==> config.mk <==
export PLATFORM = sky130hd
export DESIGN_NAME = mem_port_arbiter
export DESIGN_NICKNAME = d
export VERILOG_FILES = /design/src/rtl/mem_port_arbiter.sv
export SDC_FILE = /design/constraint.sdc
export NUM_CORES = 1
export LEC_CHECK = 0
export ABC_AREA = 0
export CORE_AREA = 2 2 288 290
export CTS_CLUSTER_DIAMETER = 40
export DETAILED_ROUTE_END_ITERATION = 8
export DIE_AREA = 0 0 290 292
export PLACE_DENSITY_LB_ADDON = 0.08
export SETUP_SLACK_MARGIN = 0.15
export SLEW_MARGIN = 10
export SYNTH_ARGS = -nofsm -noshare
export SYNTH_HDL_FRONTEND = slang
export SYNTH_SLANG_ARGS = --single-unit
==> constraint.sdc <==
create_clock -name clk -period 3 [get_ports clk]
set_clock_uncertainty 0.2 [all_clocks]
set_input_delay 0.6 -clock clk [delete_from_list [all_inputs] [get_ports clk]]
set_output_delay 0.6 -clock clk [all_outputs]
set_load 0.02 [all_outputs]
==> src/rtl/mem_port_arbiter.sv <==
// Shares the single main-memory line port between the I-cache and D-cache.
// Fixed D priority with an I-starvation guard; MEM_PORT_ARBITER_TIMEOUT_EN enables a sticky BUSY timeout.
module mem_port_arbiter #(
  parameter int ADDR_W       = 28,
  parameter int DATA_W       = 128,
  parameter int MAX_D_STREAK = 4,
  parameter int TIMEOUT      = 255
) (
  input  logic              clk,
  input  logic              rst_n,
  input  logic              i_req,
  input  logic [ADDR_W-1:0] i_addr,
  output logic [DATA_W-1:0] i_rdata,
  output logic              i_ready,
  input  logic              d_req,
  input  logic              d_wen,
  input  logic [ADDR_W-1:0] d_addr,
  input  logic [DATA_W-1:0] d_wdata,
  output logic [DATA_W-1:0] d_rdata,
  output logic              d_ready,
  output logic              mem_read,
  output logic              mem_write,
  output logic [ADDR_W-1:0] mem_addr,
  output logic [DATA_W-1:0] mem_wdata,
  input  logic [DATA_W-1:0] mem_rdata,
  input  logic              mem_ready,
  output logic              err
);

  // Handshake: a cache holds req (with stable address/data) until it sees its
  // one-cycle ready pulse and drops req by the edge ending that cycle. On the
  // memory side the strobe stays high with stable address/data until mem_ready
  // is sampled high; mem_rdata is valid in that same cycle.

  localparam int STREAK_W = $clog2(MAX_D_STREAK + 1);

  typedef enum logic [2:0] {
    IDLE   = 3'd0,
    BUSY_I = 3'd1,
    BUSY_D = 3'd2,
    DONE_I = 3'd3,
    DONE_D = 3'd4
  } state_e;

  state_e              state_q,   state_d;
  logic [STREAK_W-1:0] streak_q,  streak_d;
  logic [ADDR_W-1:0]   addr_q,    addr_d;
  logic [DATA_W-1:0]   wdata_q,   wdata_d;
  logic                wen_q,     wen_d;
  logic [DATA_W-1:0]   i_rdata_q, i_rdata_d;
  logic [DATA_W-1:0]   d_rdata_q, d_rdata_d;
  logic                err_q,     err_d;
  logic                d_wins;

`ifdef MEM_PORT_ARBITER_TIMEOUT_EN
  logic [7:0] tmo_cnt_q, tmo_cnt_d;
`else
  logic tmo_unused;
  assign tmo_unused = ^(8'(TIMEOUT));
`endif

  // D wins unless I is also waiting and D has used up its streak allowance.
  assign d_wins = d_req && (!i_req || (streak_q < STREAK_W'(MAX_D_STREAK)));

  always_comb begin
    state_d   = state_q;
    streak_d  = streak_q;
    addr_d    = addr_q;
    wdata_d   = wdata_q;
    wen_d     = wen_q;
    i_rdata_d = i_rdata_q;
    d_rdata_d = d_rdata_q;
    err_d     = err_q;
`ifdef MEM_PORT_ARBITER_TIMEOUT_EN
    tmo_cnt_d = tmo_cnt_q;
`endif
    case (state_q)
      IDLE: begin
        if (d_wins) begin
          state_d  = BUSY_D;
          addr_d   = d_addr;
          wdata_d  = d_wdata;
          wen_d    = d_wen;
          streak_d = i_req ? (streak_q + 1'b1) : '0;
        end else if (i_req) begin
          state_d  = BUSY_I;
          addr_d   = i_addr;
          wen_d    = 1'b0;
          streak_d = '0;
        end
      end
      BUSY_I: begin
        if (mem_ready) begin
          state_d   = DONE_I;
          i_rdata_d = mem_rdata;
`ifdef MEM_PORT_ARBITER_TIMEOUT_EN
          tmo_cnt_d = '0;
        end else begin
          tmo_cnt_d = tmo_cnt_q + 8'd1;
          if (tmo_cnt_d == 8'(TIMEOUT)) begin
            state_d   = DONE_I;
            i_rdata_d = '0;
            err_d     = 1'b1;
            tmo_cnt_d = '0;
          end
`endif
        end
      end
      BUSY_D: begin
        if (mem_ready) begin
          state_d = DONE_D;
          if (!wen_q) d_rdata_d = mem_rdata;
`ifdef MEM_PORT_ARBITER_TIMEOUT_EN
          tmo_cnt_d = '0;
        end else begin
          tmo_cnt_d = tmo_cnt_q + 8'd1;
          if (tmo_cnt_d == 8'(TIMEOUT)) begin
            state_d = DONE_D;
            if (!wen_q) d_rdata_d = '0;
            err_d     = 1'b1;
            tmo_cnt_d = '0;
          end
`endif
        end
      end
      DONE_I, DONE_D: state_d = IDLE;
      default:        state_d = IDLE;
    endcase
  end

  always_ff @(posedge clk or negedge rst_n) begin
    if (!rst_n) begin
      state_q   <= IDLE;
      streak_q  <= '0;
      addr_q    <= '0;
      wdata_q   <= '0;
      wen_q     <= 1'b0;
      i_rdata_q <= '0;
      d_rdata_q <= '0;
      err_q     <= 1'b0;
    end else begin
      state_q   <= state_d;
      streak_q  <= streak_d;
      addr_q    <= addr_d;
      wdata_q   <= wdata_d;
      wen_q     <= wen_d;
      i_rdata_q <= i_rdata_d;
      d_rdata_q <= d_rdata_d;
      err_q     <= err_d;
    end
  end

`ifdef MEM_PORT_ARBITER_TIMEOUT_EN
  always_ff @(posedge clk or negedge rst_n) begin
    if (!rst_n) tmo_cnt_q <= '0;
    else        tmo_cnt_q <= tmo_cnt_d;
  end
`endif

  // Strobes decode straight from the state flop so an async reset drops them at once.
  assign mem_read  = (state_q == BUSY_I) || ((state_q == BUSY_D) && !wen_q);
  assign mem_write = (state_q == BUSY_D) && wen_q;
  assign mem_addr  = addr_q;
  assign mem_wdata = wdata_q;
  assign i_ready   = (state_q == DONE_I);
  assign d_ready   = (state_q == DONE_D);
  assign i_rdata   = i_rdata_q;
  assign d_rdata   = d_rdata_q;
  assign err       = err_q;

endmodule
# Word level (Yosys, flattened, before mapping)
# Cells that the tools add are included.
[classes]
n_addsub = 1
order_cmp = 1
n_eq_ne = 7
mux = 12
bitwise = 1
reduce_logical = 14
[op_table]
columns = ["operator", "n"]
rows = [
  ["$mux 28", 2],
  ["$mux 3", 7],
  ["$pmux 3 s3", 1],
  ["$eq 3x2->1 const B", 2],
  ["$reduce_and 2->1", 3],
  ["$reduce_and 3->1", 2],
  ["$ne 2x2->1 const B", 2],
  ["$add 3x1->3 const B", 1],
  ["$eq 3x1->1 const B", 1],
  ["$eq 3x3->1 const B", 1],
  ["$logic_and 1x1->1", 3],
  ["$logic_not 3->1", 1],
  ["$lt 3x3->1 const B", 1],
  ["$ne 3x3->1 const B", 1],
  ["$logic_not 1->1", 2],
  ["$logic_or 1x1->1", 2],
  ["$mux 1", 2],
  ["$reduce_bool 2->1", 1],
  ["$not 1->1", 1],
]
[word_totals]
register_bits = 419
input_bits = 318
output_inout_bits = 417
elab_cells = 43

# Logic depth before layout (Yosys ltp)
# Gate-level depths: netlist of the first run.
[depth]
word_depth = 5
ltp_mapped = 7
depth_no_buf = 3

# Worst setup path before layout of the first run
# Ideal clock, no wire load.
[synth_path]
kind = "in2reg"
from = "in d_req"
to = "reg wdata_q[16], in the netlist mem_wdata[16]"
setup_ps = 125
arrival_time_ps = 1793
required_time_ps = 2675
path_slack_ps = 882
cell_stages = 6
n_path_buf = 3
path_cell_list = "a21boi_1 and2_1 clkbuf_1 buf_4 buf_4 mux2_2"
[synth_between]
elab_chain_len = 2
[synth_rtl]
columns = ["item", "line_no", "rtl"]
rows = [
  ["start: declaration", "15", "input logic d_req,"],
  ["$logic_and 1x1->1", "63", "assign d_wins = d_req && (!i_req || (streak_q < STREAK_W'(MAX_D_STREAK)));"],
  ["$reduce_and 2->1 (no source line)", "n/a", ""],
  ["end signal: assignment", "145", "wdata_q <= wdata_d;"],
  ["end: declaration", "48", "logic [DATA_W-1:0] wdata_q, wdata_d;"],
]
# No other way between the ends.
# A chain may end at the register's enable or synchronous reset.

# Worst setup path in the final report of the first run
[layout_path]
from = "reg state_q[0]"
to = "out mem_write"
[layout_between]
elab_chain_len = 2
[layout_rtl]
columns = ["item", "line_no", "rtl"]
rows = [
  ["start: declaration", "45", "state_e state_q, state_d;"],
  ["start signal: assignment", "142", "state_q <= state_d;"],
  ["$eq 3x2->1", "162", "assign mem_write = (state_q == BUSY_D) && wen_q;"],
  ["$logic_and 1x1->1", "162", ""],
  ["end: declaration", "22", "output logic mem_write,"],
]
# No other way between the ends.

==> qor.csv, run 1 <==
stage,metric,value,unit
status,status,"finished, final reports clean",
route,drt-initial-drc-count,269,
timing,hold_viol,0,
global_routing,antenna_found_initial,9,
logic_synthesis,yosysMostFrequentCell,dfrtp_1,
logic_synthesis,synthCells,955,
logic_synthesis,ys_seq_area_share,65.9,%
global_routing,grt_pass1_vias,12975,
critical_path,rrSetupSlack,0.74,ns
route,drt-total-wl,60.9,mm
final_layout,fillCellCount,7876,
timing,tns,0,ns
critical_path,cp-start-kind,flip-flop,
route,via_per_inst,3.90,
final_layout,nNetsFinal,2095,
power,swShare,33.5,%
power,vdd_ir_drop_max,0.000697,V
logic_synthesis,synth.distinct_cells,35,
floorplanning,fp.dieW,290,um
logic_synthesis,synth-async-reset-ratio,100,%
logic_synthesis,syn-cell-area,0.0159,mm^2
final_layout,fin_util,34.9,%
final_layout,drive_gt1_share,33.6,%
route,drc,0,
placement,hpwlAfterDp,46.3,mm
power,switchingPower,12.5,mW
power,combinationalPowerShare,42.0,%
critical_path,reg2reg_from,state_q[0],
logic_synthesis,synth_edf_count,0,
route,ant_nets,0,
clock_network,clockBufferDepth,3,
floorplanning,die_h,292,um
clock_network,h-tree-depth,3,
logic_synthesis,syn-num-nets,1274,
logic_synthesis,avgSynthCellArea,16.7,um^2
logic_synthesis,synth-seq-cells,419,
route,drt-pass1-iter-count,4,
final_layout,area_delta_synth_final,79.0,%
critical_path,cp.arrival,1.83,ns
timing,setup_ws,0.366,ns
power,p_leak,11.6,nW
logic_synthesis,yosysWarnings,0,
critical_path,crit_fanout,6,
logic_synthesis,synth.top_cells.by_count,"419 x dfrtp_1, 371 x mux2_2, 28 x or3_1",
timing,rsz0062_at_grt,no,
floorplanning,core,0.0816,mm^2
logic_synthesis,synth_area_leaders,"dfrtp_1 66%, mux2_2 26%, o221a_2 1.9%",
timing,slew_viol_final,0,
clock_network,clkLatencyLatePin,0.59,ns
floorplanning,io_pins,735,
logic_synthesis,synth_top_area_cell,dfrtp_1,
logic_synthesis,synth_flop_cell,dfrtp_1,
timing,setup_viol_count_final,0,
global_routing,grt_pass1_wl,89.0,mm
power,seq_power_share,27.0,%
global_routing,grt_use_total,14.2,%
timing,fmax,380,MHz
floorplanning,die_area,0.0847,mm^2
power,power,37.3,mW
timing,fin_crit_sh,87.8,%
critical_path,r2r_cells,5,
critical_path,worst_setup_path_end_kind,output pin,
clock_network,cts.sinks,419,
clock_network,cts.clk_slew.worst_paths,0.05,ns
clock_network,cts_tree,done,
final_layout,fin_area,0.0285,mm^2
logic_synthesis,yosysTopAreaCellShare,65.9,%
critical_path,crit_required,2.20,ns
job,max_cap_violations,0,
clock_network,cts-root-buf,clkbuf_16,
clock_network,numCtsBuffers,95,
global_routing,gr-total-overflow,0,
floorplanning,start_util,19.5,%
placement,dp_slack,0.298,ns
critical_path,timing.rr.end,mem_wdata[62],
placement,place_area,0.0248,mm^2
power,p_clk_share,31.0,%
power,powerDensity,1310,mW/mm^2
placement,port_buffers,733,
global_routing,grt_max_degree,52,
route,wire_per_inst,20.8,um
min_path,hp-class,input pin to asynchronous set/reset pin,
power,p_int,24.8,mW
critical_path,crit_type,flip-flop to output pin,
timing,post-route-min-period,2.63,ns
placement,gp_congestion,0.771,
floorplanning,rows,105,
route,vias,11432,
critical path: stages, from the launching register on:
cell           delay (ns)
dfrtp_1              0.42
nand2b_1             0.25
nor3_1               0.17
dlygate4sd2_1        0.40
cells by family after synthesis:
| kind of cell | Yosys count | share of synthesized area, % |
|---|---|---|
| simple gates | 51 | 2.04 |
| compound gates | 37 | 2.41 |
| fa+ha+maj | 1 | 0.0786 |
| other cells | 1 | 0.0236 |
| flops | 419 | 65.9 |
| buf+inv | 62 | 2.41 |
| mux | 384 | 27.2 |
power by group through the flow:
stage / clock (mW) / sequential (mW) / combinational [mW]
CTS: 11.9 / 10.1 / 16.0
global route: 12.2 / 10.5 / 16.4
finish: 11.6 / 10.1 / 15.6
global placement: 0 / 10.0 / 16.0
detailed placement: 0 / 10.1 / 16.0
floorplan: 0 / 13.5 / 4.21
what timing repair did:
action	CTS	global route
endpoints found under the hold margin	38	0
gates resized for setup	4	3
buffers inserted	0	0
endpoints found under the setup margin	3	2
hold buffers	1	0
sequential cells by signal, indices dropped and copies added (netlist names):
signal	cells
d_rdata	128
i_rdata	128
mem_wdata	128
mem_addr	28
state_q	3
streak_q	3
wen_q	1
layer usage:
layer	global-route usage, %	routed length (um)
met4	6.25	2120
met3	5.91	5270
met2	26.2	33100
met1	13.7	20400
met5	0	21
cell type report:
type,count,area (um^2),area share (%)
multi-input combinational,474,5060,17.8
timing repair buffer,782,7950,27.9
sequential,419,10500,36.8
tap,1070,1340,4.70
inverter,4,15.0,0.0527
clock buffer,126,2730,9.57
clock inverter,51,890,3.12
antenna,8,20.0,0.0703
through the flow:
stage,hold slack [ns],cells
3_5_place_dp,0.274,2748
5_1_grt,0.283,2933
6_report,0.281,2934
4_1_cts,0.265,2926
2_1_floorplan,0.104,955
3_3_place_gp,0.272,2748
placed cells by master, fill, tap and decap left out, types with 2 or more instances in the layout:
cell,n
nor2_1,2
o221a_2,27
clkbuf_1,9
buf_4,29
buf_12,19
nor3_2,2
diode_2,8
o21a_1,2
mux2_1,13
inv_6,2
clkinv_16,3
nand2_1,4
clkdlybuf4s50_1,728
nor2b_1,2
inv_1,4
clkbuf_16,96
clkinv_2,15
clkinv_4,2
dlygate4sd2_1,2
clkbuf_8,21
nor3b_1,2
nand2b_1,2
mux2_2,371
or3_1,28
nor3_1,3
clkinvlp_4,7
bufinv_16,20
dfrtp_1,418
worst max-delay path by stage:
| stage | from | end | cells after the start |
|---|---|---|---|
| after CTS | state_q[0] | mem_read | 4 |
| after floorplan | d_req | mem_wdata[16] | 6 |
| final | state_q[0] | mem_write | 3 |
| after global routing | state_q[0] | mem_write | 3 |
| after global placement | mem_ready | d_rdata[84] | 5 |
| after detailed placement | i_req | mem_addr[12] | 4 |
Power figures use the tool's default switching activity.
==> run 2: changes to the inputs <==
==> constraint.sdc (replaced) <==
create_clock -name clk -period 2.85 [get_ports clk]
set_clock_uncertainty 0.2 [all_clocks]
set_input_delay 0.57 -clock clk [delete_from_list [all_inputs] [get_ports clk]]
set_output_delay 0.57 -clock clk [all_outputs]
set_load 0.02 [all_outputs]
==> run 2 against run 1 <==
Compared with the run above:
- total power rose by 6.7%
- register-to-register slack got worse by 0.16 ns
- flip-flop and latch count did not move
- via count rose by 0.53%
- non-clock buffer count fell by 2
- final cell count rose by 0.31%
- largest cell class unchanged
==> qor.csv, run 2 (synthesized netlist as in run 1, its figures left out) <==
stage,metric,value,unit
final_layout,fin_util,35.1,%
timing,hold_viol,0,
placement,dp_slack,0.152,ns
global_routing,grt_max_degree,66,
floorplanning,die_area,0.0847,mm^2
clock_network,cts_setup_buffers,0,
timing,slew_headroom,62.1,%
critical_path,crit_fanout,7,
placement,hpwlAfterDp,46.0,mm
clock_network,cts_tree,done,
clock_network,cts.clk_slew.worst_paths,0.05,ns
final_layout,regArea,0.0105,mm^2
timing,setup_viol_count_final,0,
final_layout,nNetsFinal,2099,
timing,post-route-min-period,2.57,ns
timing,worst_pin_slew,0.569,ns
route,drt-initial-drc-count,237,
power,p_leak,11.6,nW
timing,setup_ws,0.277,ns
floorplanning,core,0.0816,mm^2
critical_path,cp.arrival,1.80,ns
critical_path,r2r_cells,5,
global_routing,grt_use_total,14.4,%
clock_network,cts-root-buf,clkbuf_16,
critical_path,crit_required,2.08,ns
final_layout,final_common_cell,clkdlybuf4s50_1,
floorplanning,rows,105,
timing,fmax,389,MHz
clock_network,numCtsBuffers,101,
critical_path,timing.rr.end,mem_wdata[103],
floorplanning,start_util,19.5,%
status,status,"finished, final reports clean",
placement,port_buffers,733,
floorplanning,die_h,292,um
critical_path,cp-start-kind,flip-flop,
floorplanning,io_pins,735,
route,wire_per_inst,20.9,um
critical_path,worst_setup_path_end_kind,output pin,
clock_network,cts.sinks,419,
critical_path,rrSetupSlack,0.58,ns
power,vdd_ir_drop_max,0.000559,V
route,drt-total-wl,61.6,mm
timing,rsz0062_at_grt,no,
critical_path,reg2reg_from,state_q[0],
final_layout,area_delta_synth_final,79.8,%
final_layout,multi_input_area,0.00507,mm^2
timing,tns,0,ns
floorplanning,fp.dieW,290,um
route,via_per_inst,3.91,
job,max_cap_violations,0,
critical_path,crit_type,flip-flop to output pin,
global_routing,grt_pass1_vias,13056,
global_routing,grt_pass1_wl,90.6,mm
clock_network,h-tree-depth,3,
power,powerDensity,1390,mW/mm^2
route,ant_nets,0,
clock_network,clockBufferDepth,3,
final_layout,drive_gt1_share,33.7,%
final_layout,fillCellCount,7884,
clock_network,clkLatencyLatePin,0.61,ns
route,drc,0,
global_routing,gr-total-overflow,0,
timing,fin_crit_sh,90.3,%
global_routing,antenna_found_initial,10,
route,vias,11493,
timing,hold_slack,0.268,ns
timing,slew_viol_final,0,
critical_path,crit_path_start,state_q[0],
route,drt-pass1-iter-count,4,
placement,gp_congestion,0.767,
final_layout,layout_common_cells,"728 x clkdlybuf4s50_1, 417 x dfrtp_1, 371 x mux2_2",
min_path,hp-class,input pin to asynchronous set/reset pin,
## run 2: layout make-up
| class | instances | share of cell area [%] |
|---|---|---|
| repair buffers | 780 | 27.7 |
| flip-flops and latches | 419 | 36.7 |
| inverters | 4 | 0.0525 |
| well taps | 1070 | 4.68 |
| clock buffers | 133 | 9.96 |
| clock inverters | 52 | 3.18 |
| diodes | 11 | 0.0962 |
| multi-input cells | 474 | 17.7 |
## run 2: worst max-delay path, stage by stage (launching register included)
cell,delay (ns)
dfrtp_2,0.43
nand2b_2,0.23
o21a_1,0.18
nor2_1,0.13
clkbuf_4,0.21
## run 2: worst max-delay path by stage
stage,endpoint,slack (ns),depth (start not counted)
5_1_grt,mem_read,0.16,4
2_1_floorplan,mem_wdata[16],0.76,6
3_5_place_dp,mem_addr[12],0.15,4
3_3_place_gp,i_rdata[118],0.19,6
6_report,mem_read,0.28,4
4_1_cts,d_ready,0.19,2
## run 2: power by group
part	leakage (nW)	switching (mW)	internal (mW)	total, mW
clock network	1.83	3.68	8.97	12.6
registers	4.97	1.57	9.02	10.6
logic	4.84	7.92	8.60	16.5
## run 2: layer usage
layer	track usage, %	vias to the layer above	wire length (um)
li1	-	5152	-
met1	14.4	5771	21500
met2	26.5	457	33200
met3	5.50	111	4860
met4	6.22	2	2040
met5	0	-	13
## run 2: timing repair
action,4_1_cts,5_1_grt
hold endpoints to repair,40,0
endpoints found under the setup margin,4,3
resized for setup,12,3
hold buffers,1,0
## run 2: per-stage QoR
| stage | power, mW | cells | instance area [um^2] |
|---|---|---|---|
| 2_1_floorplan | 18.6 | 955 | 15900 |
| 3_3_place_gp | 27.4 | 2746 | 24800 |
| 3_5_place_dp | 27.5 | 2746 | 24800 |
| 4_1_cts | 40.5 | 2932 | 28600 |
| 5_1_grt | 41.7 | 2941 | 28600 |
| 6_report | 39.8 | 2943 | 28600 |
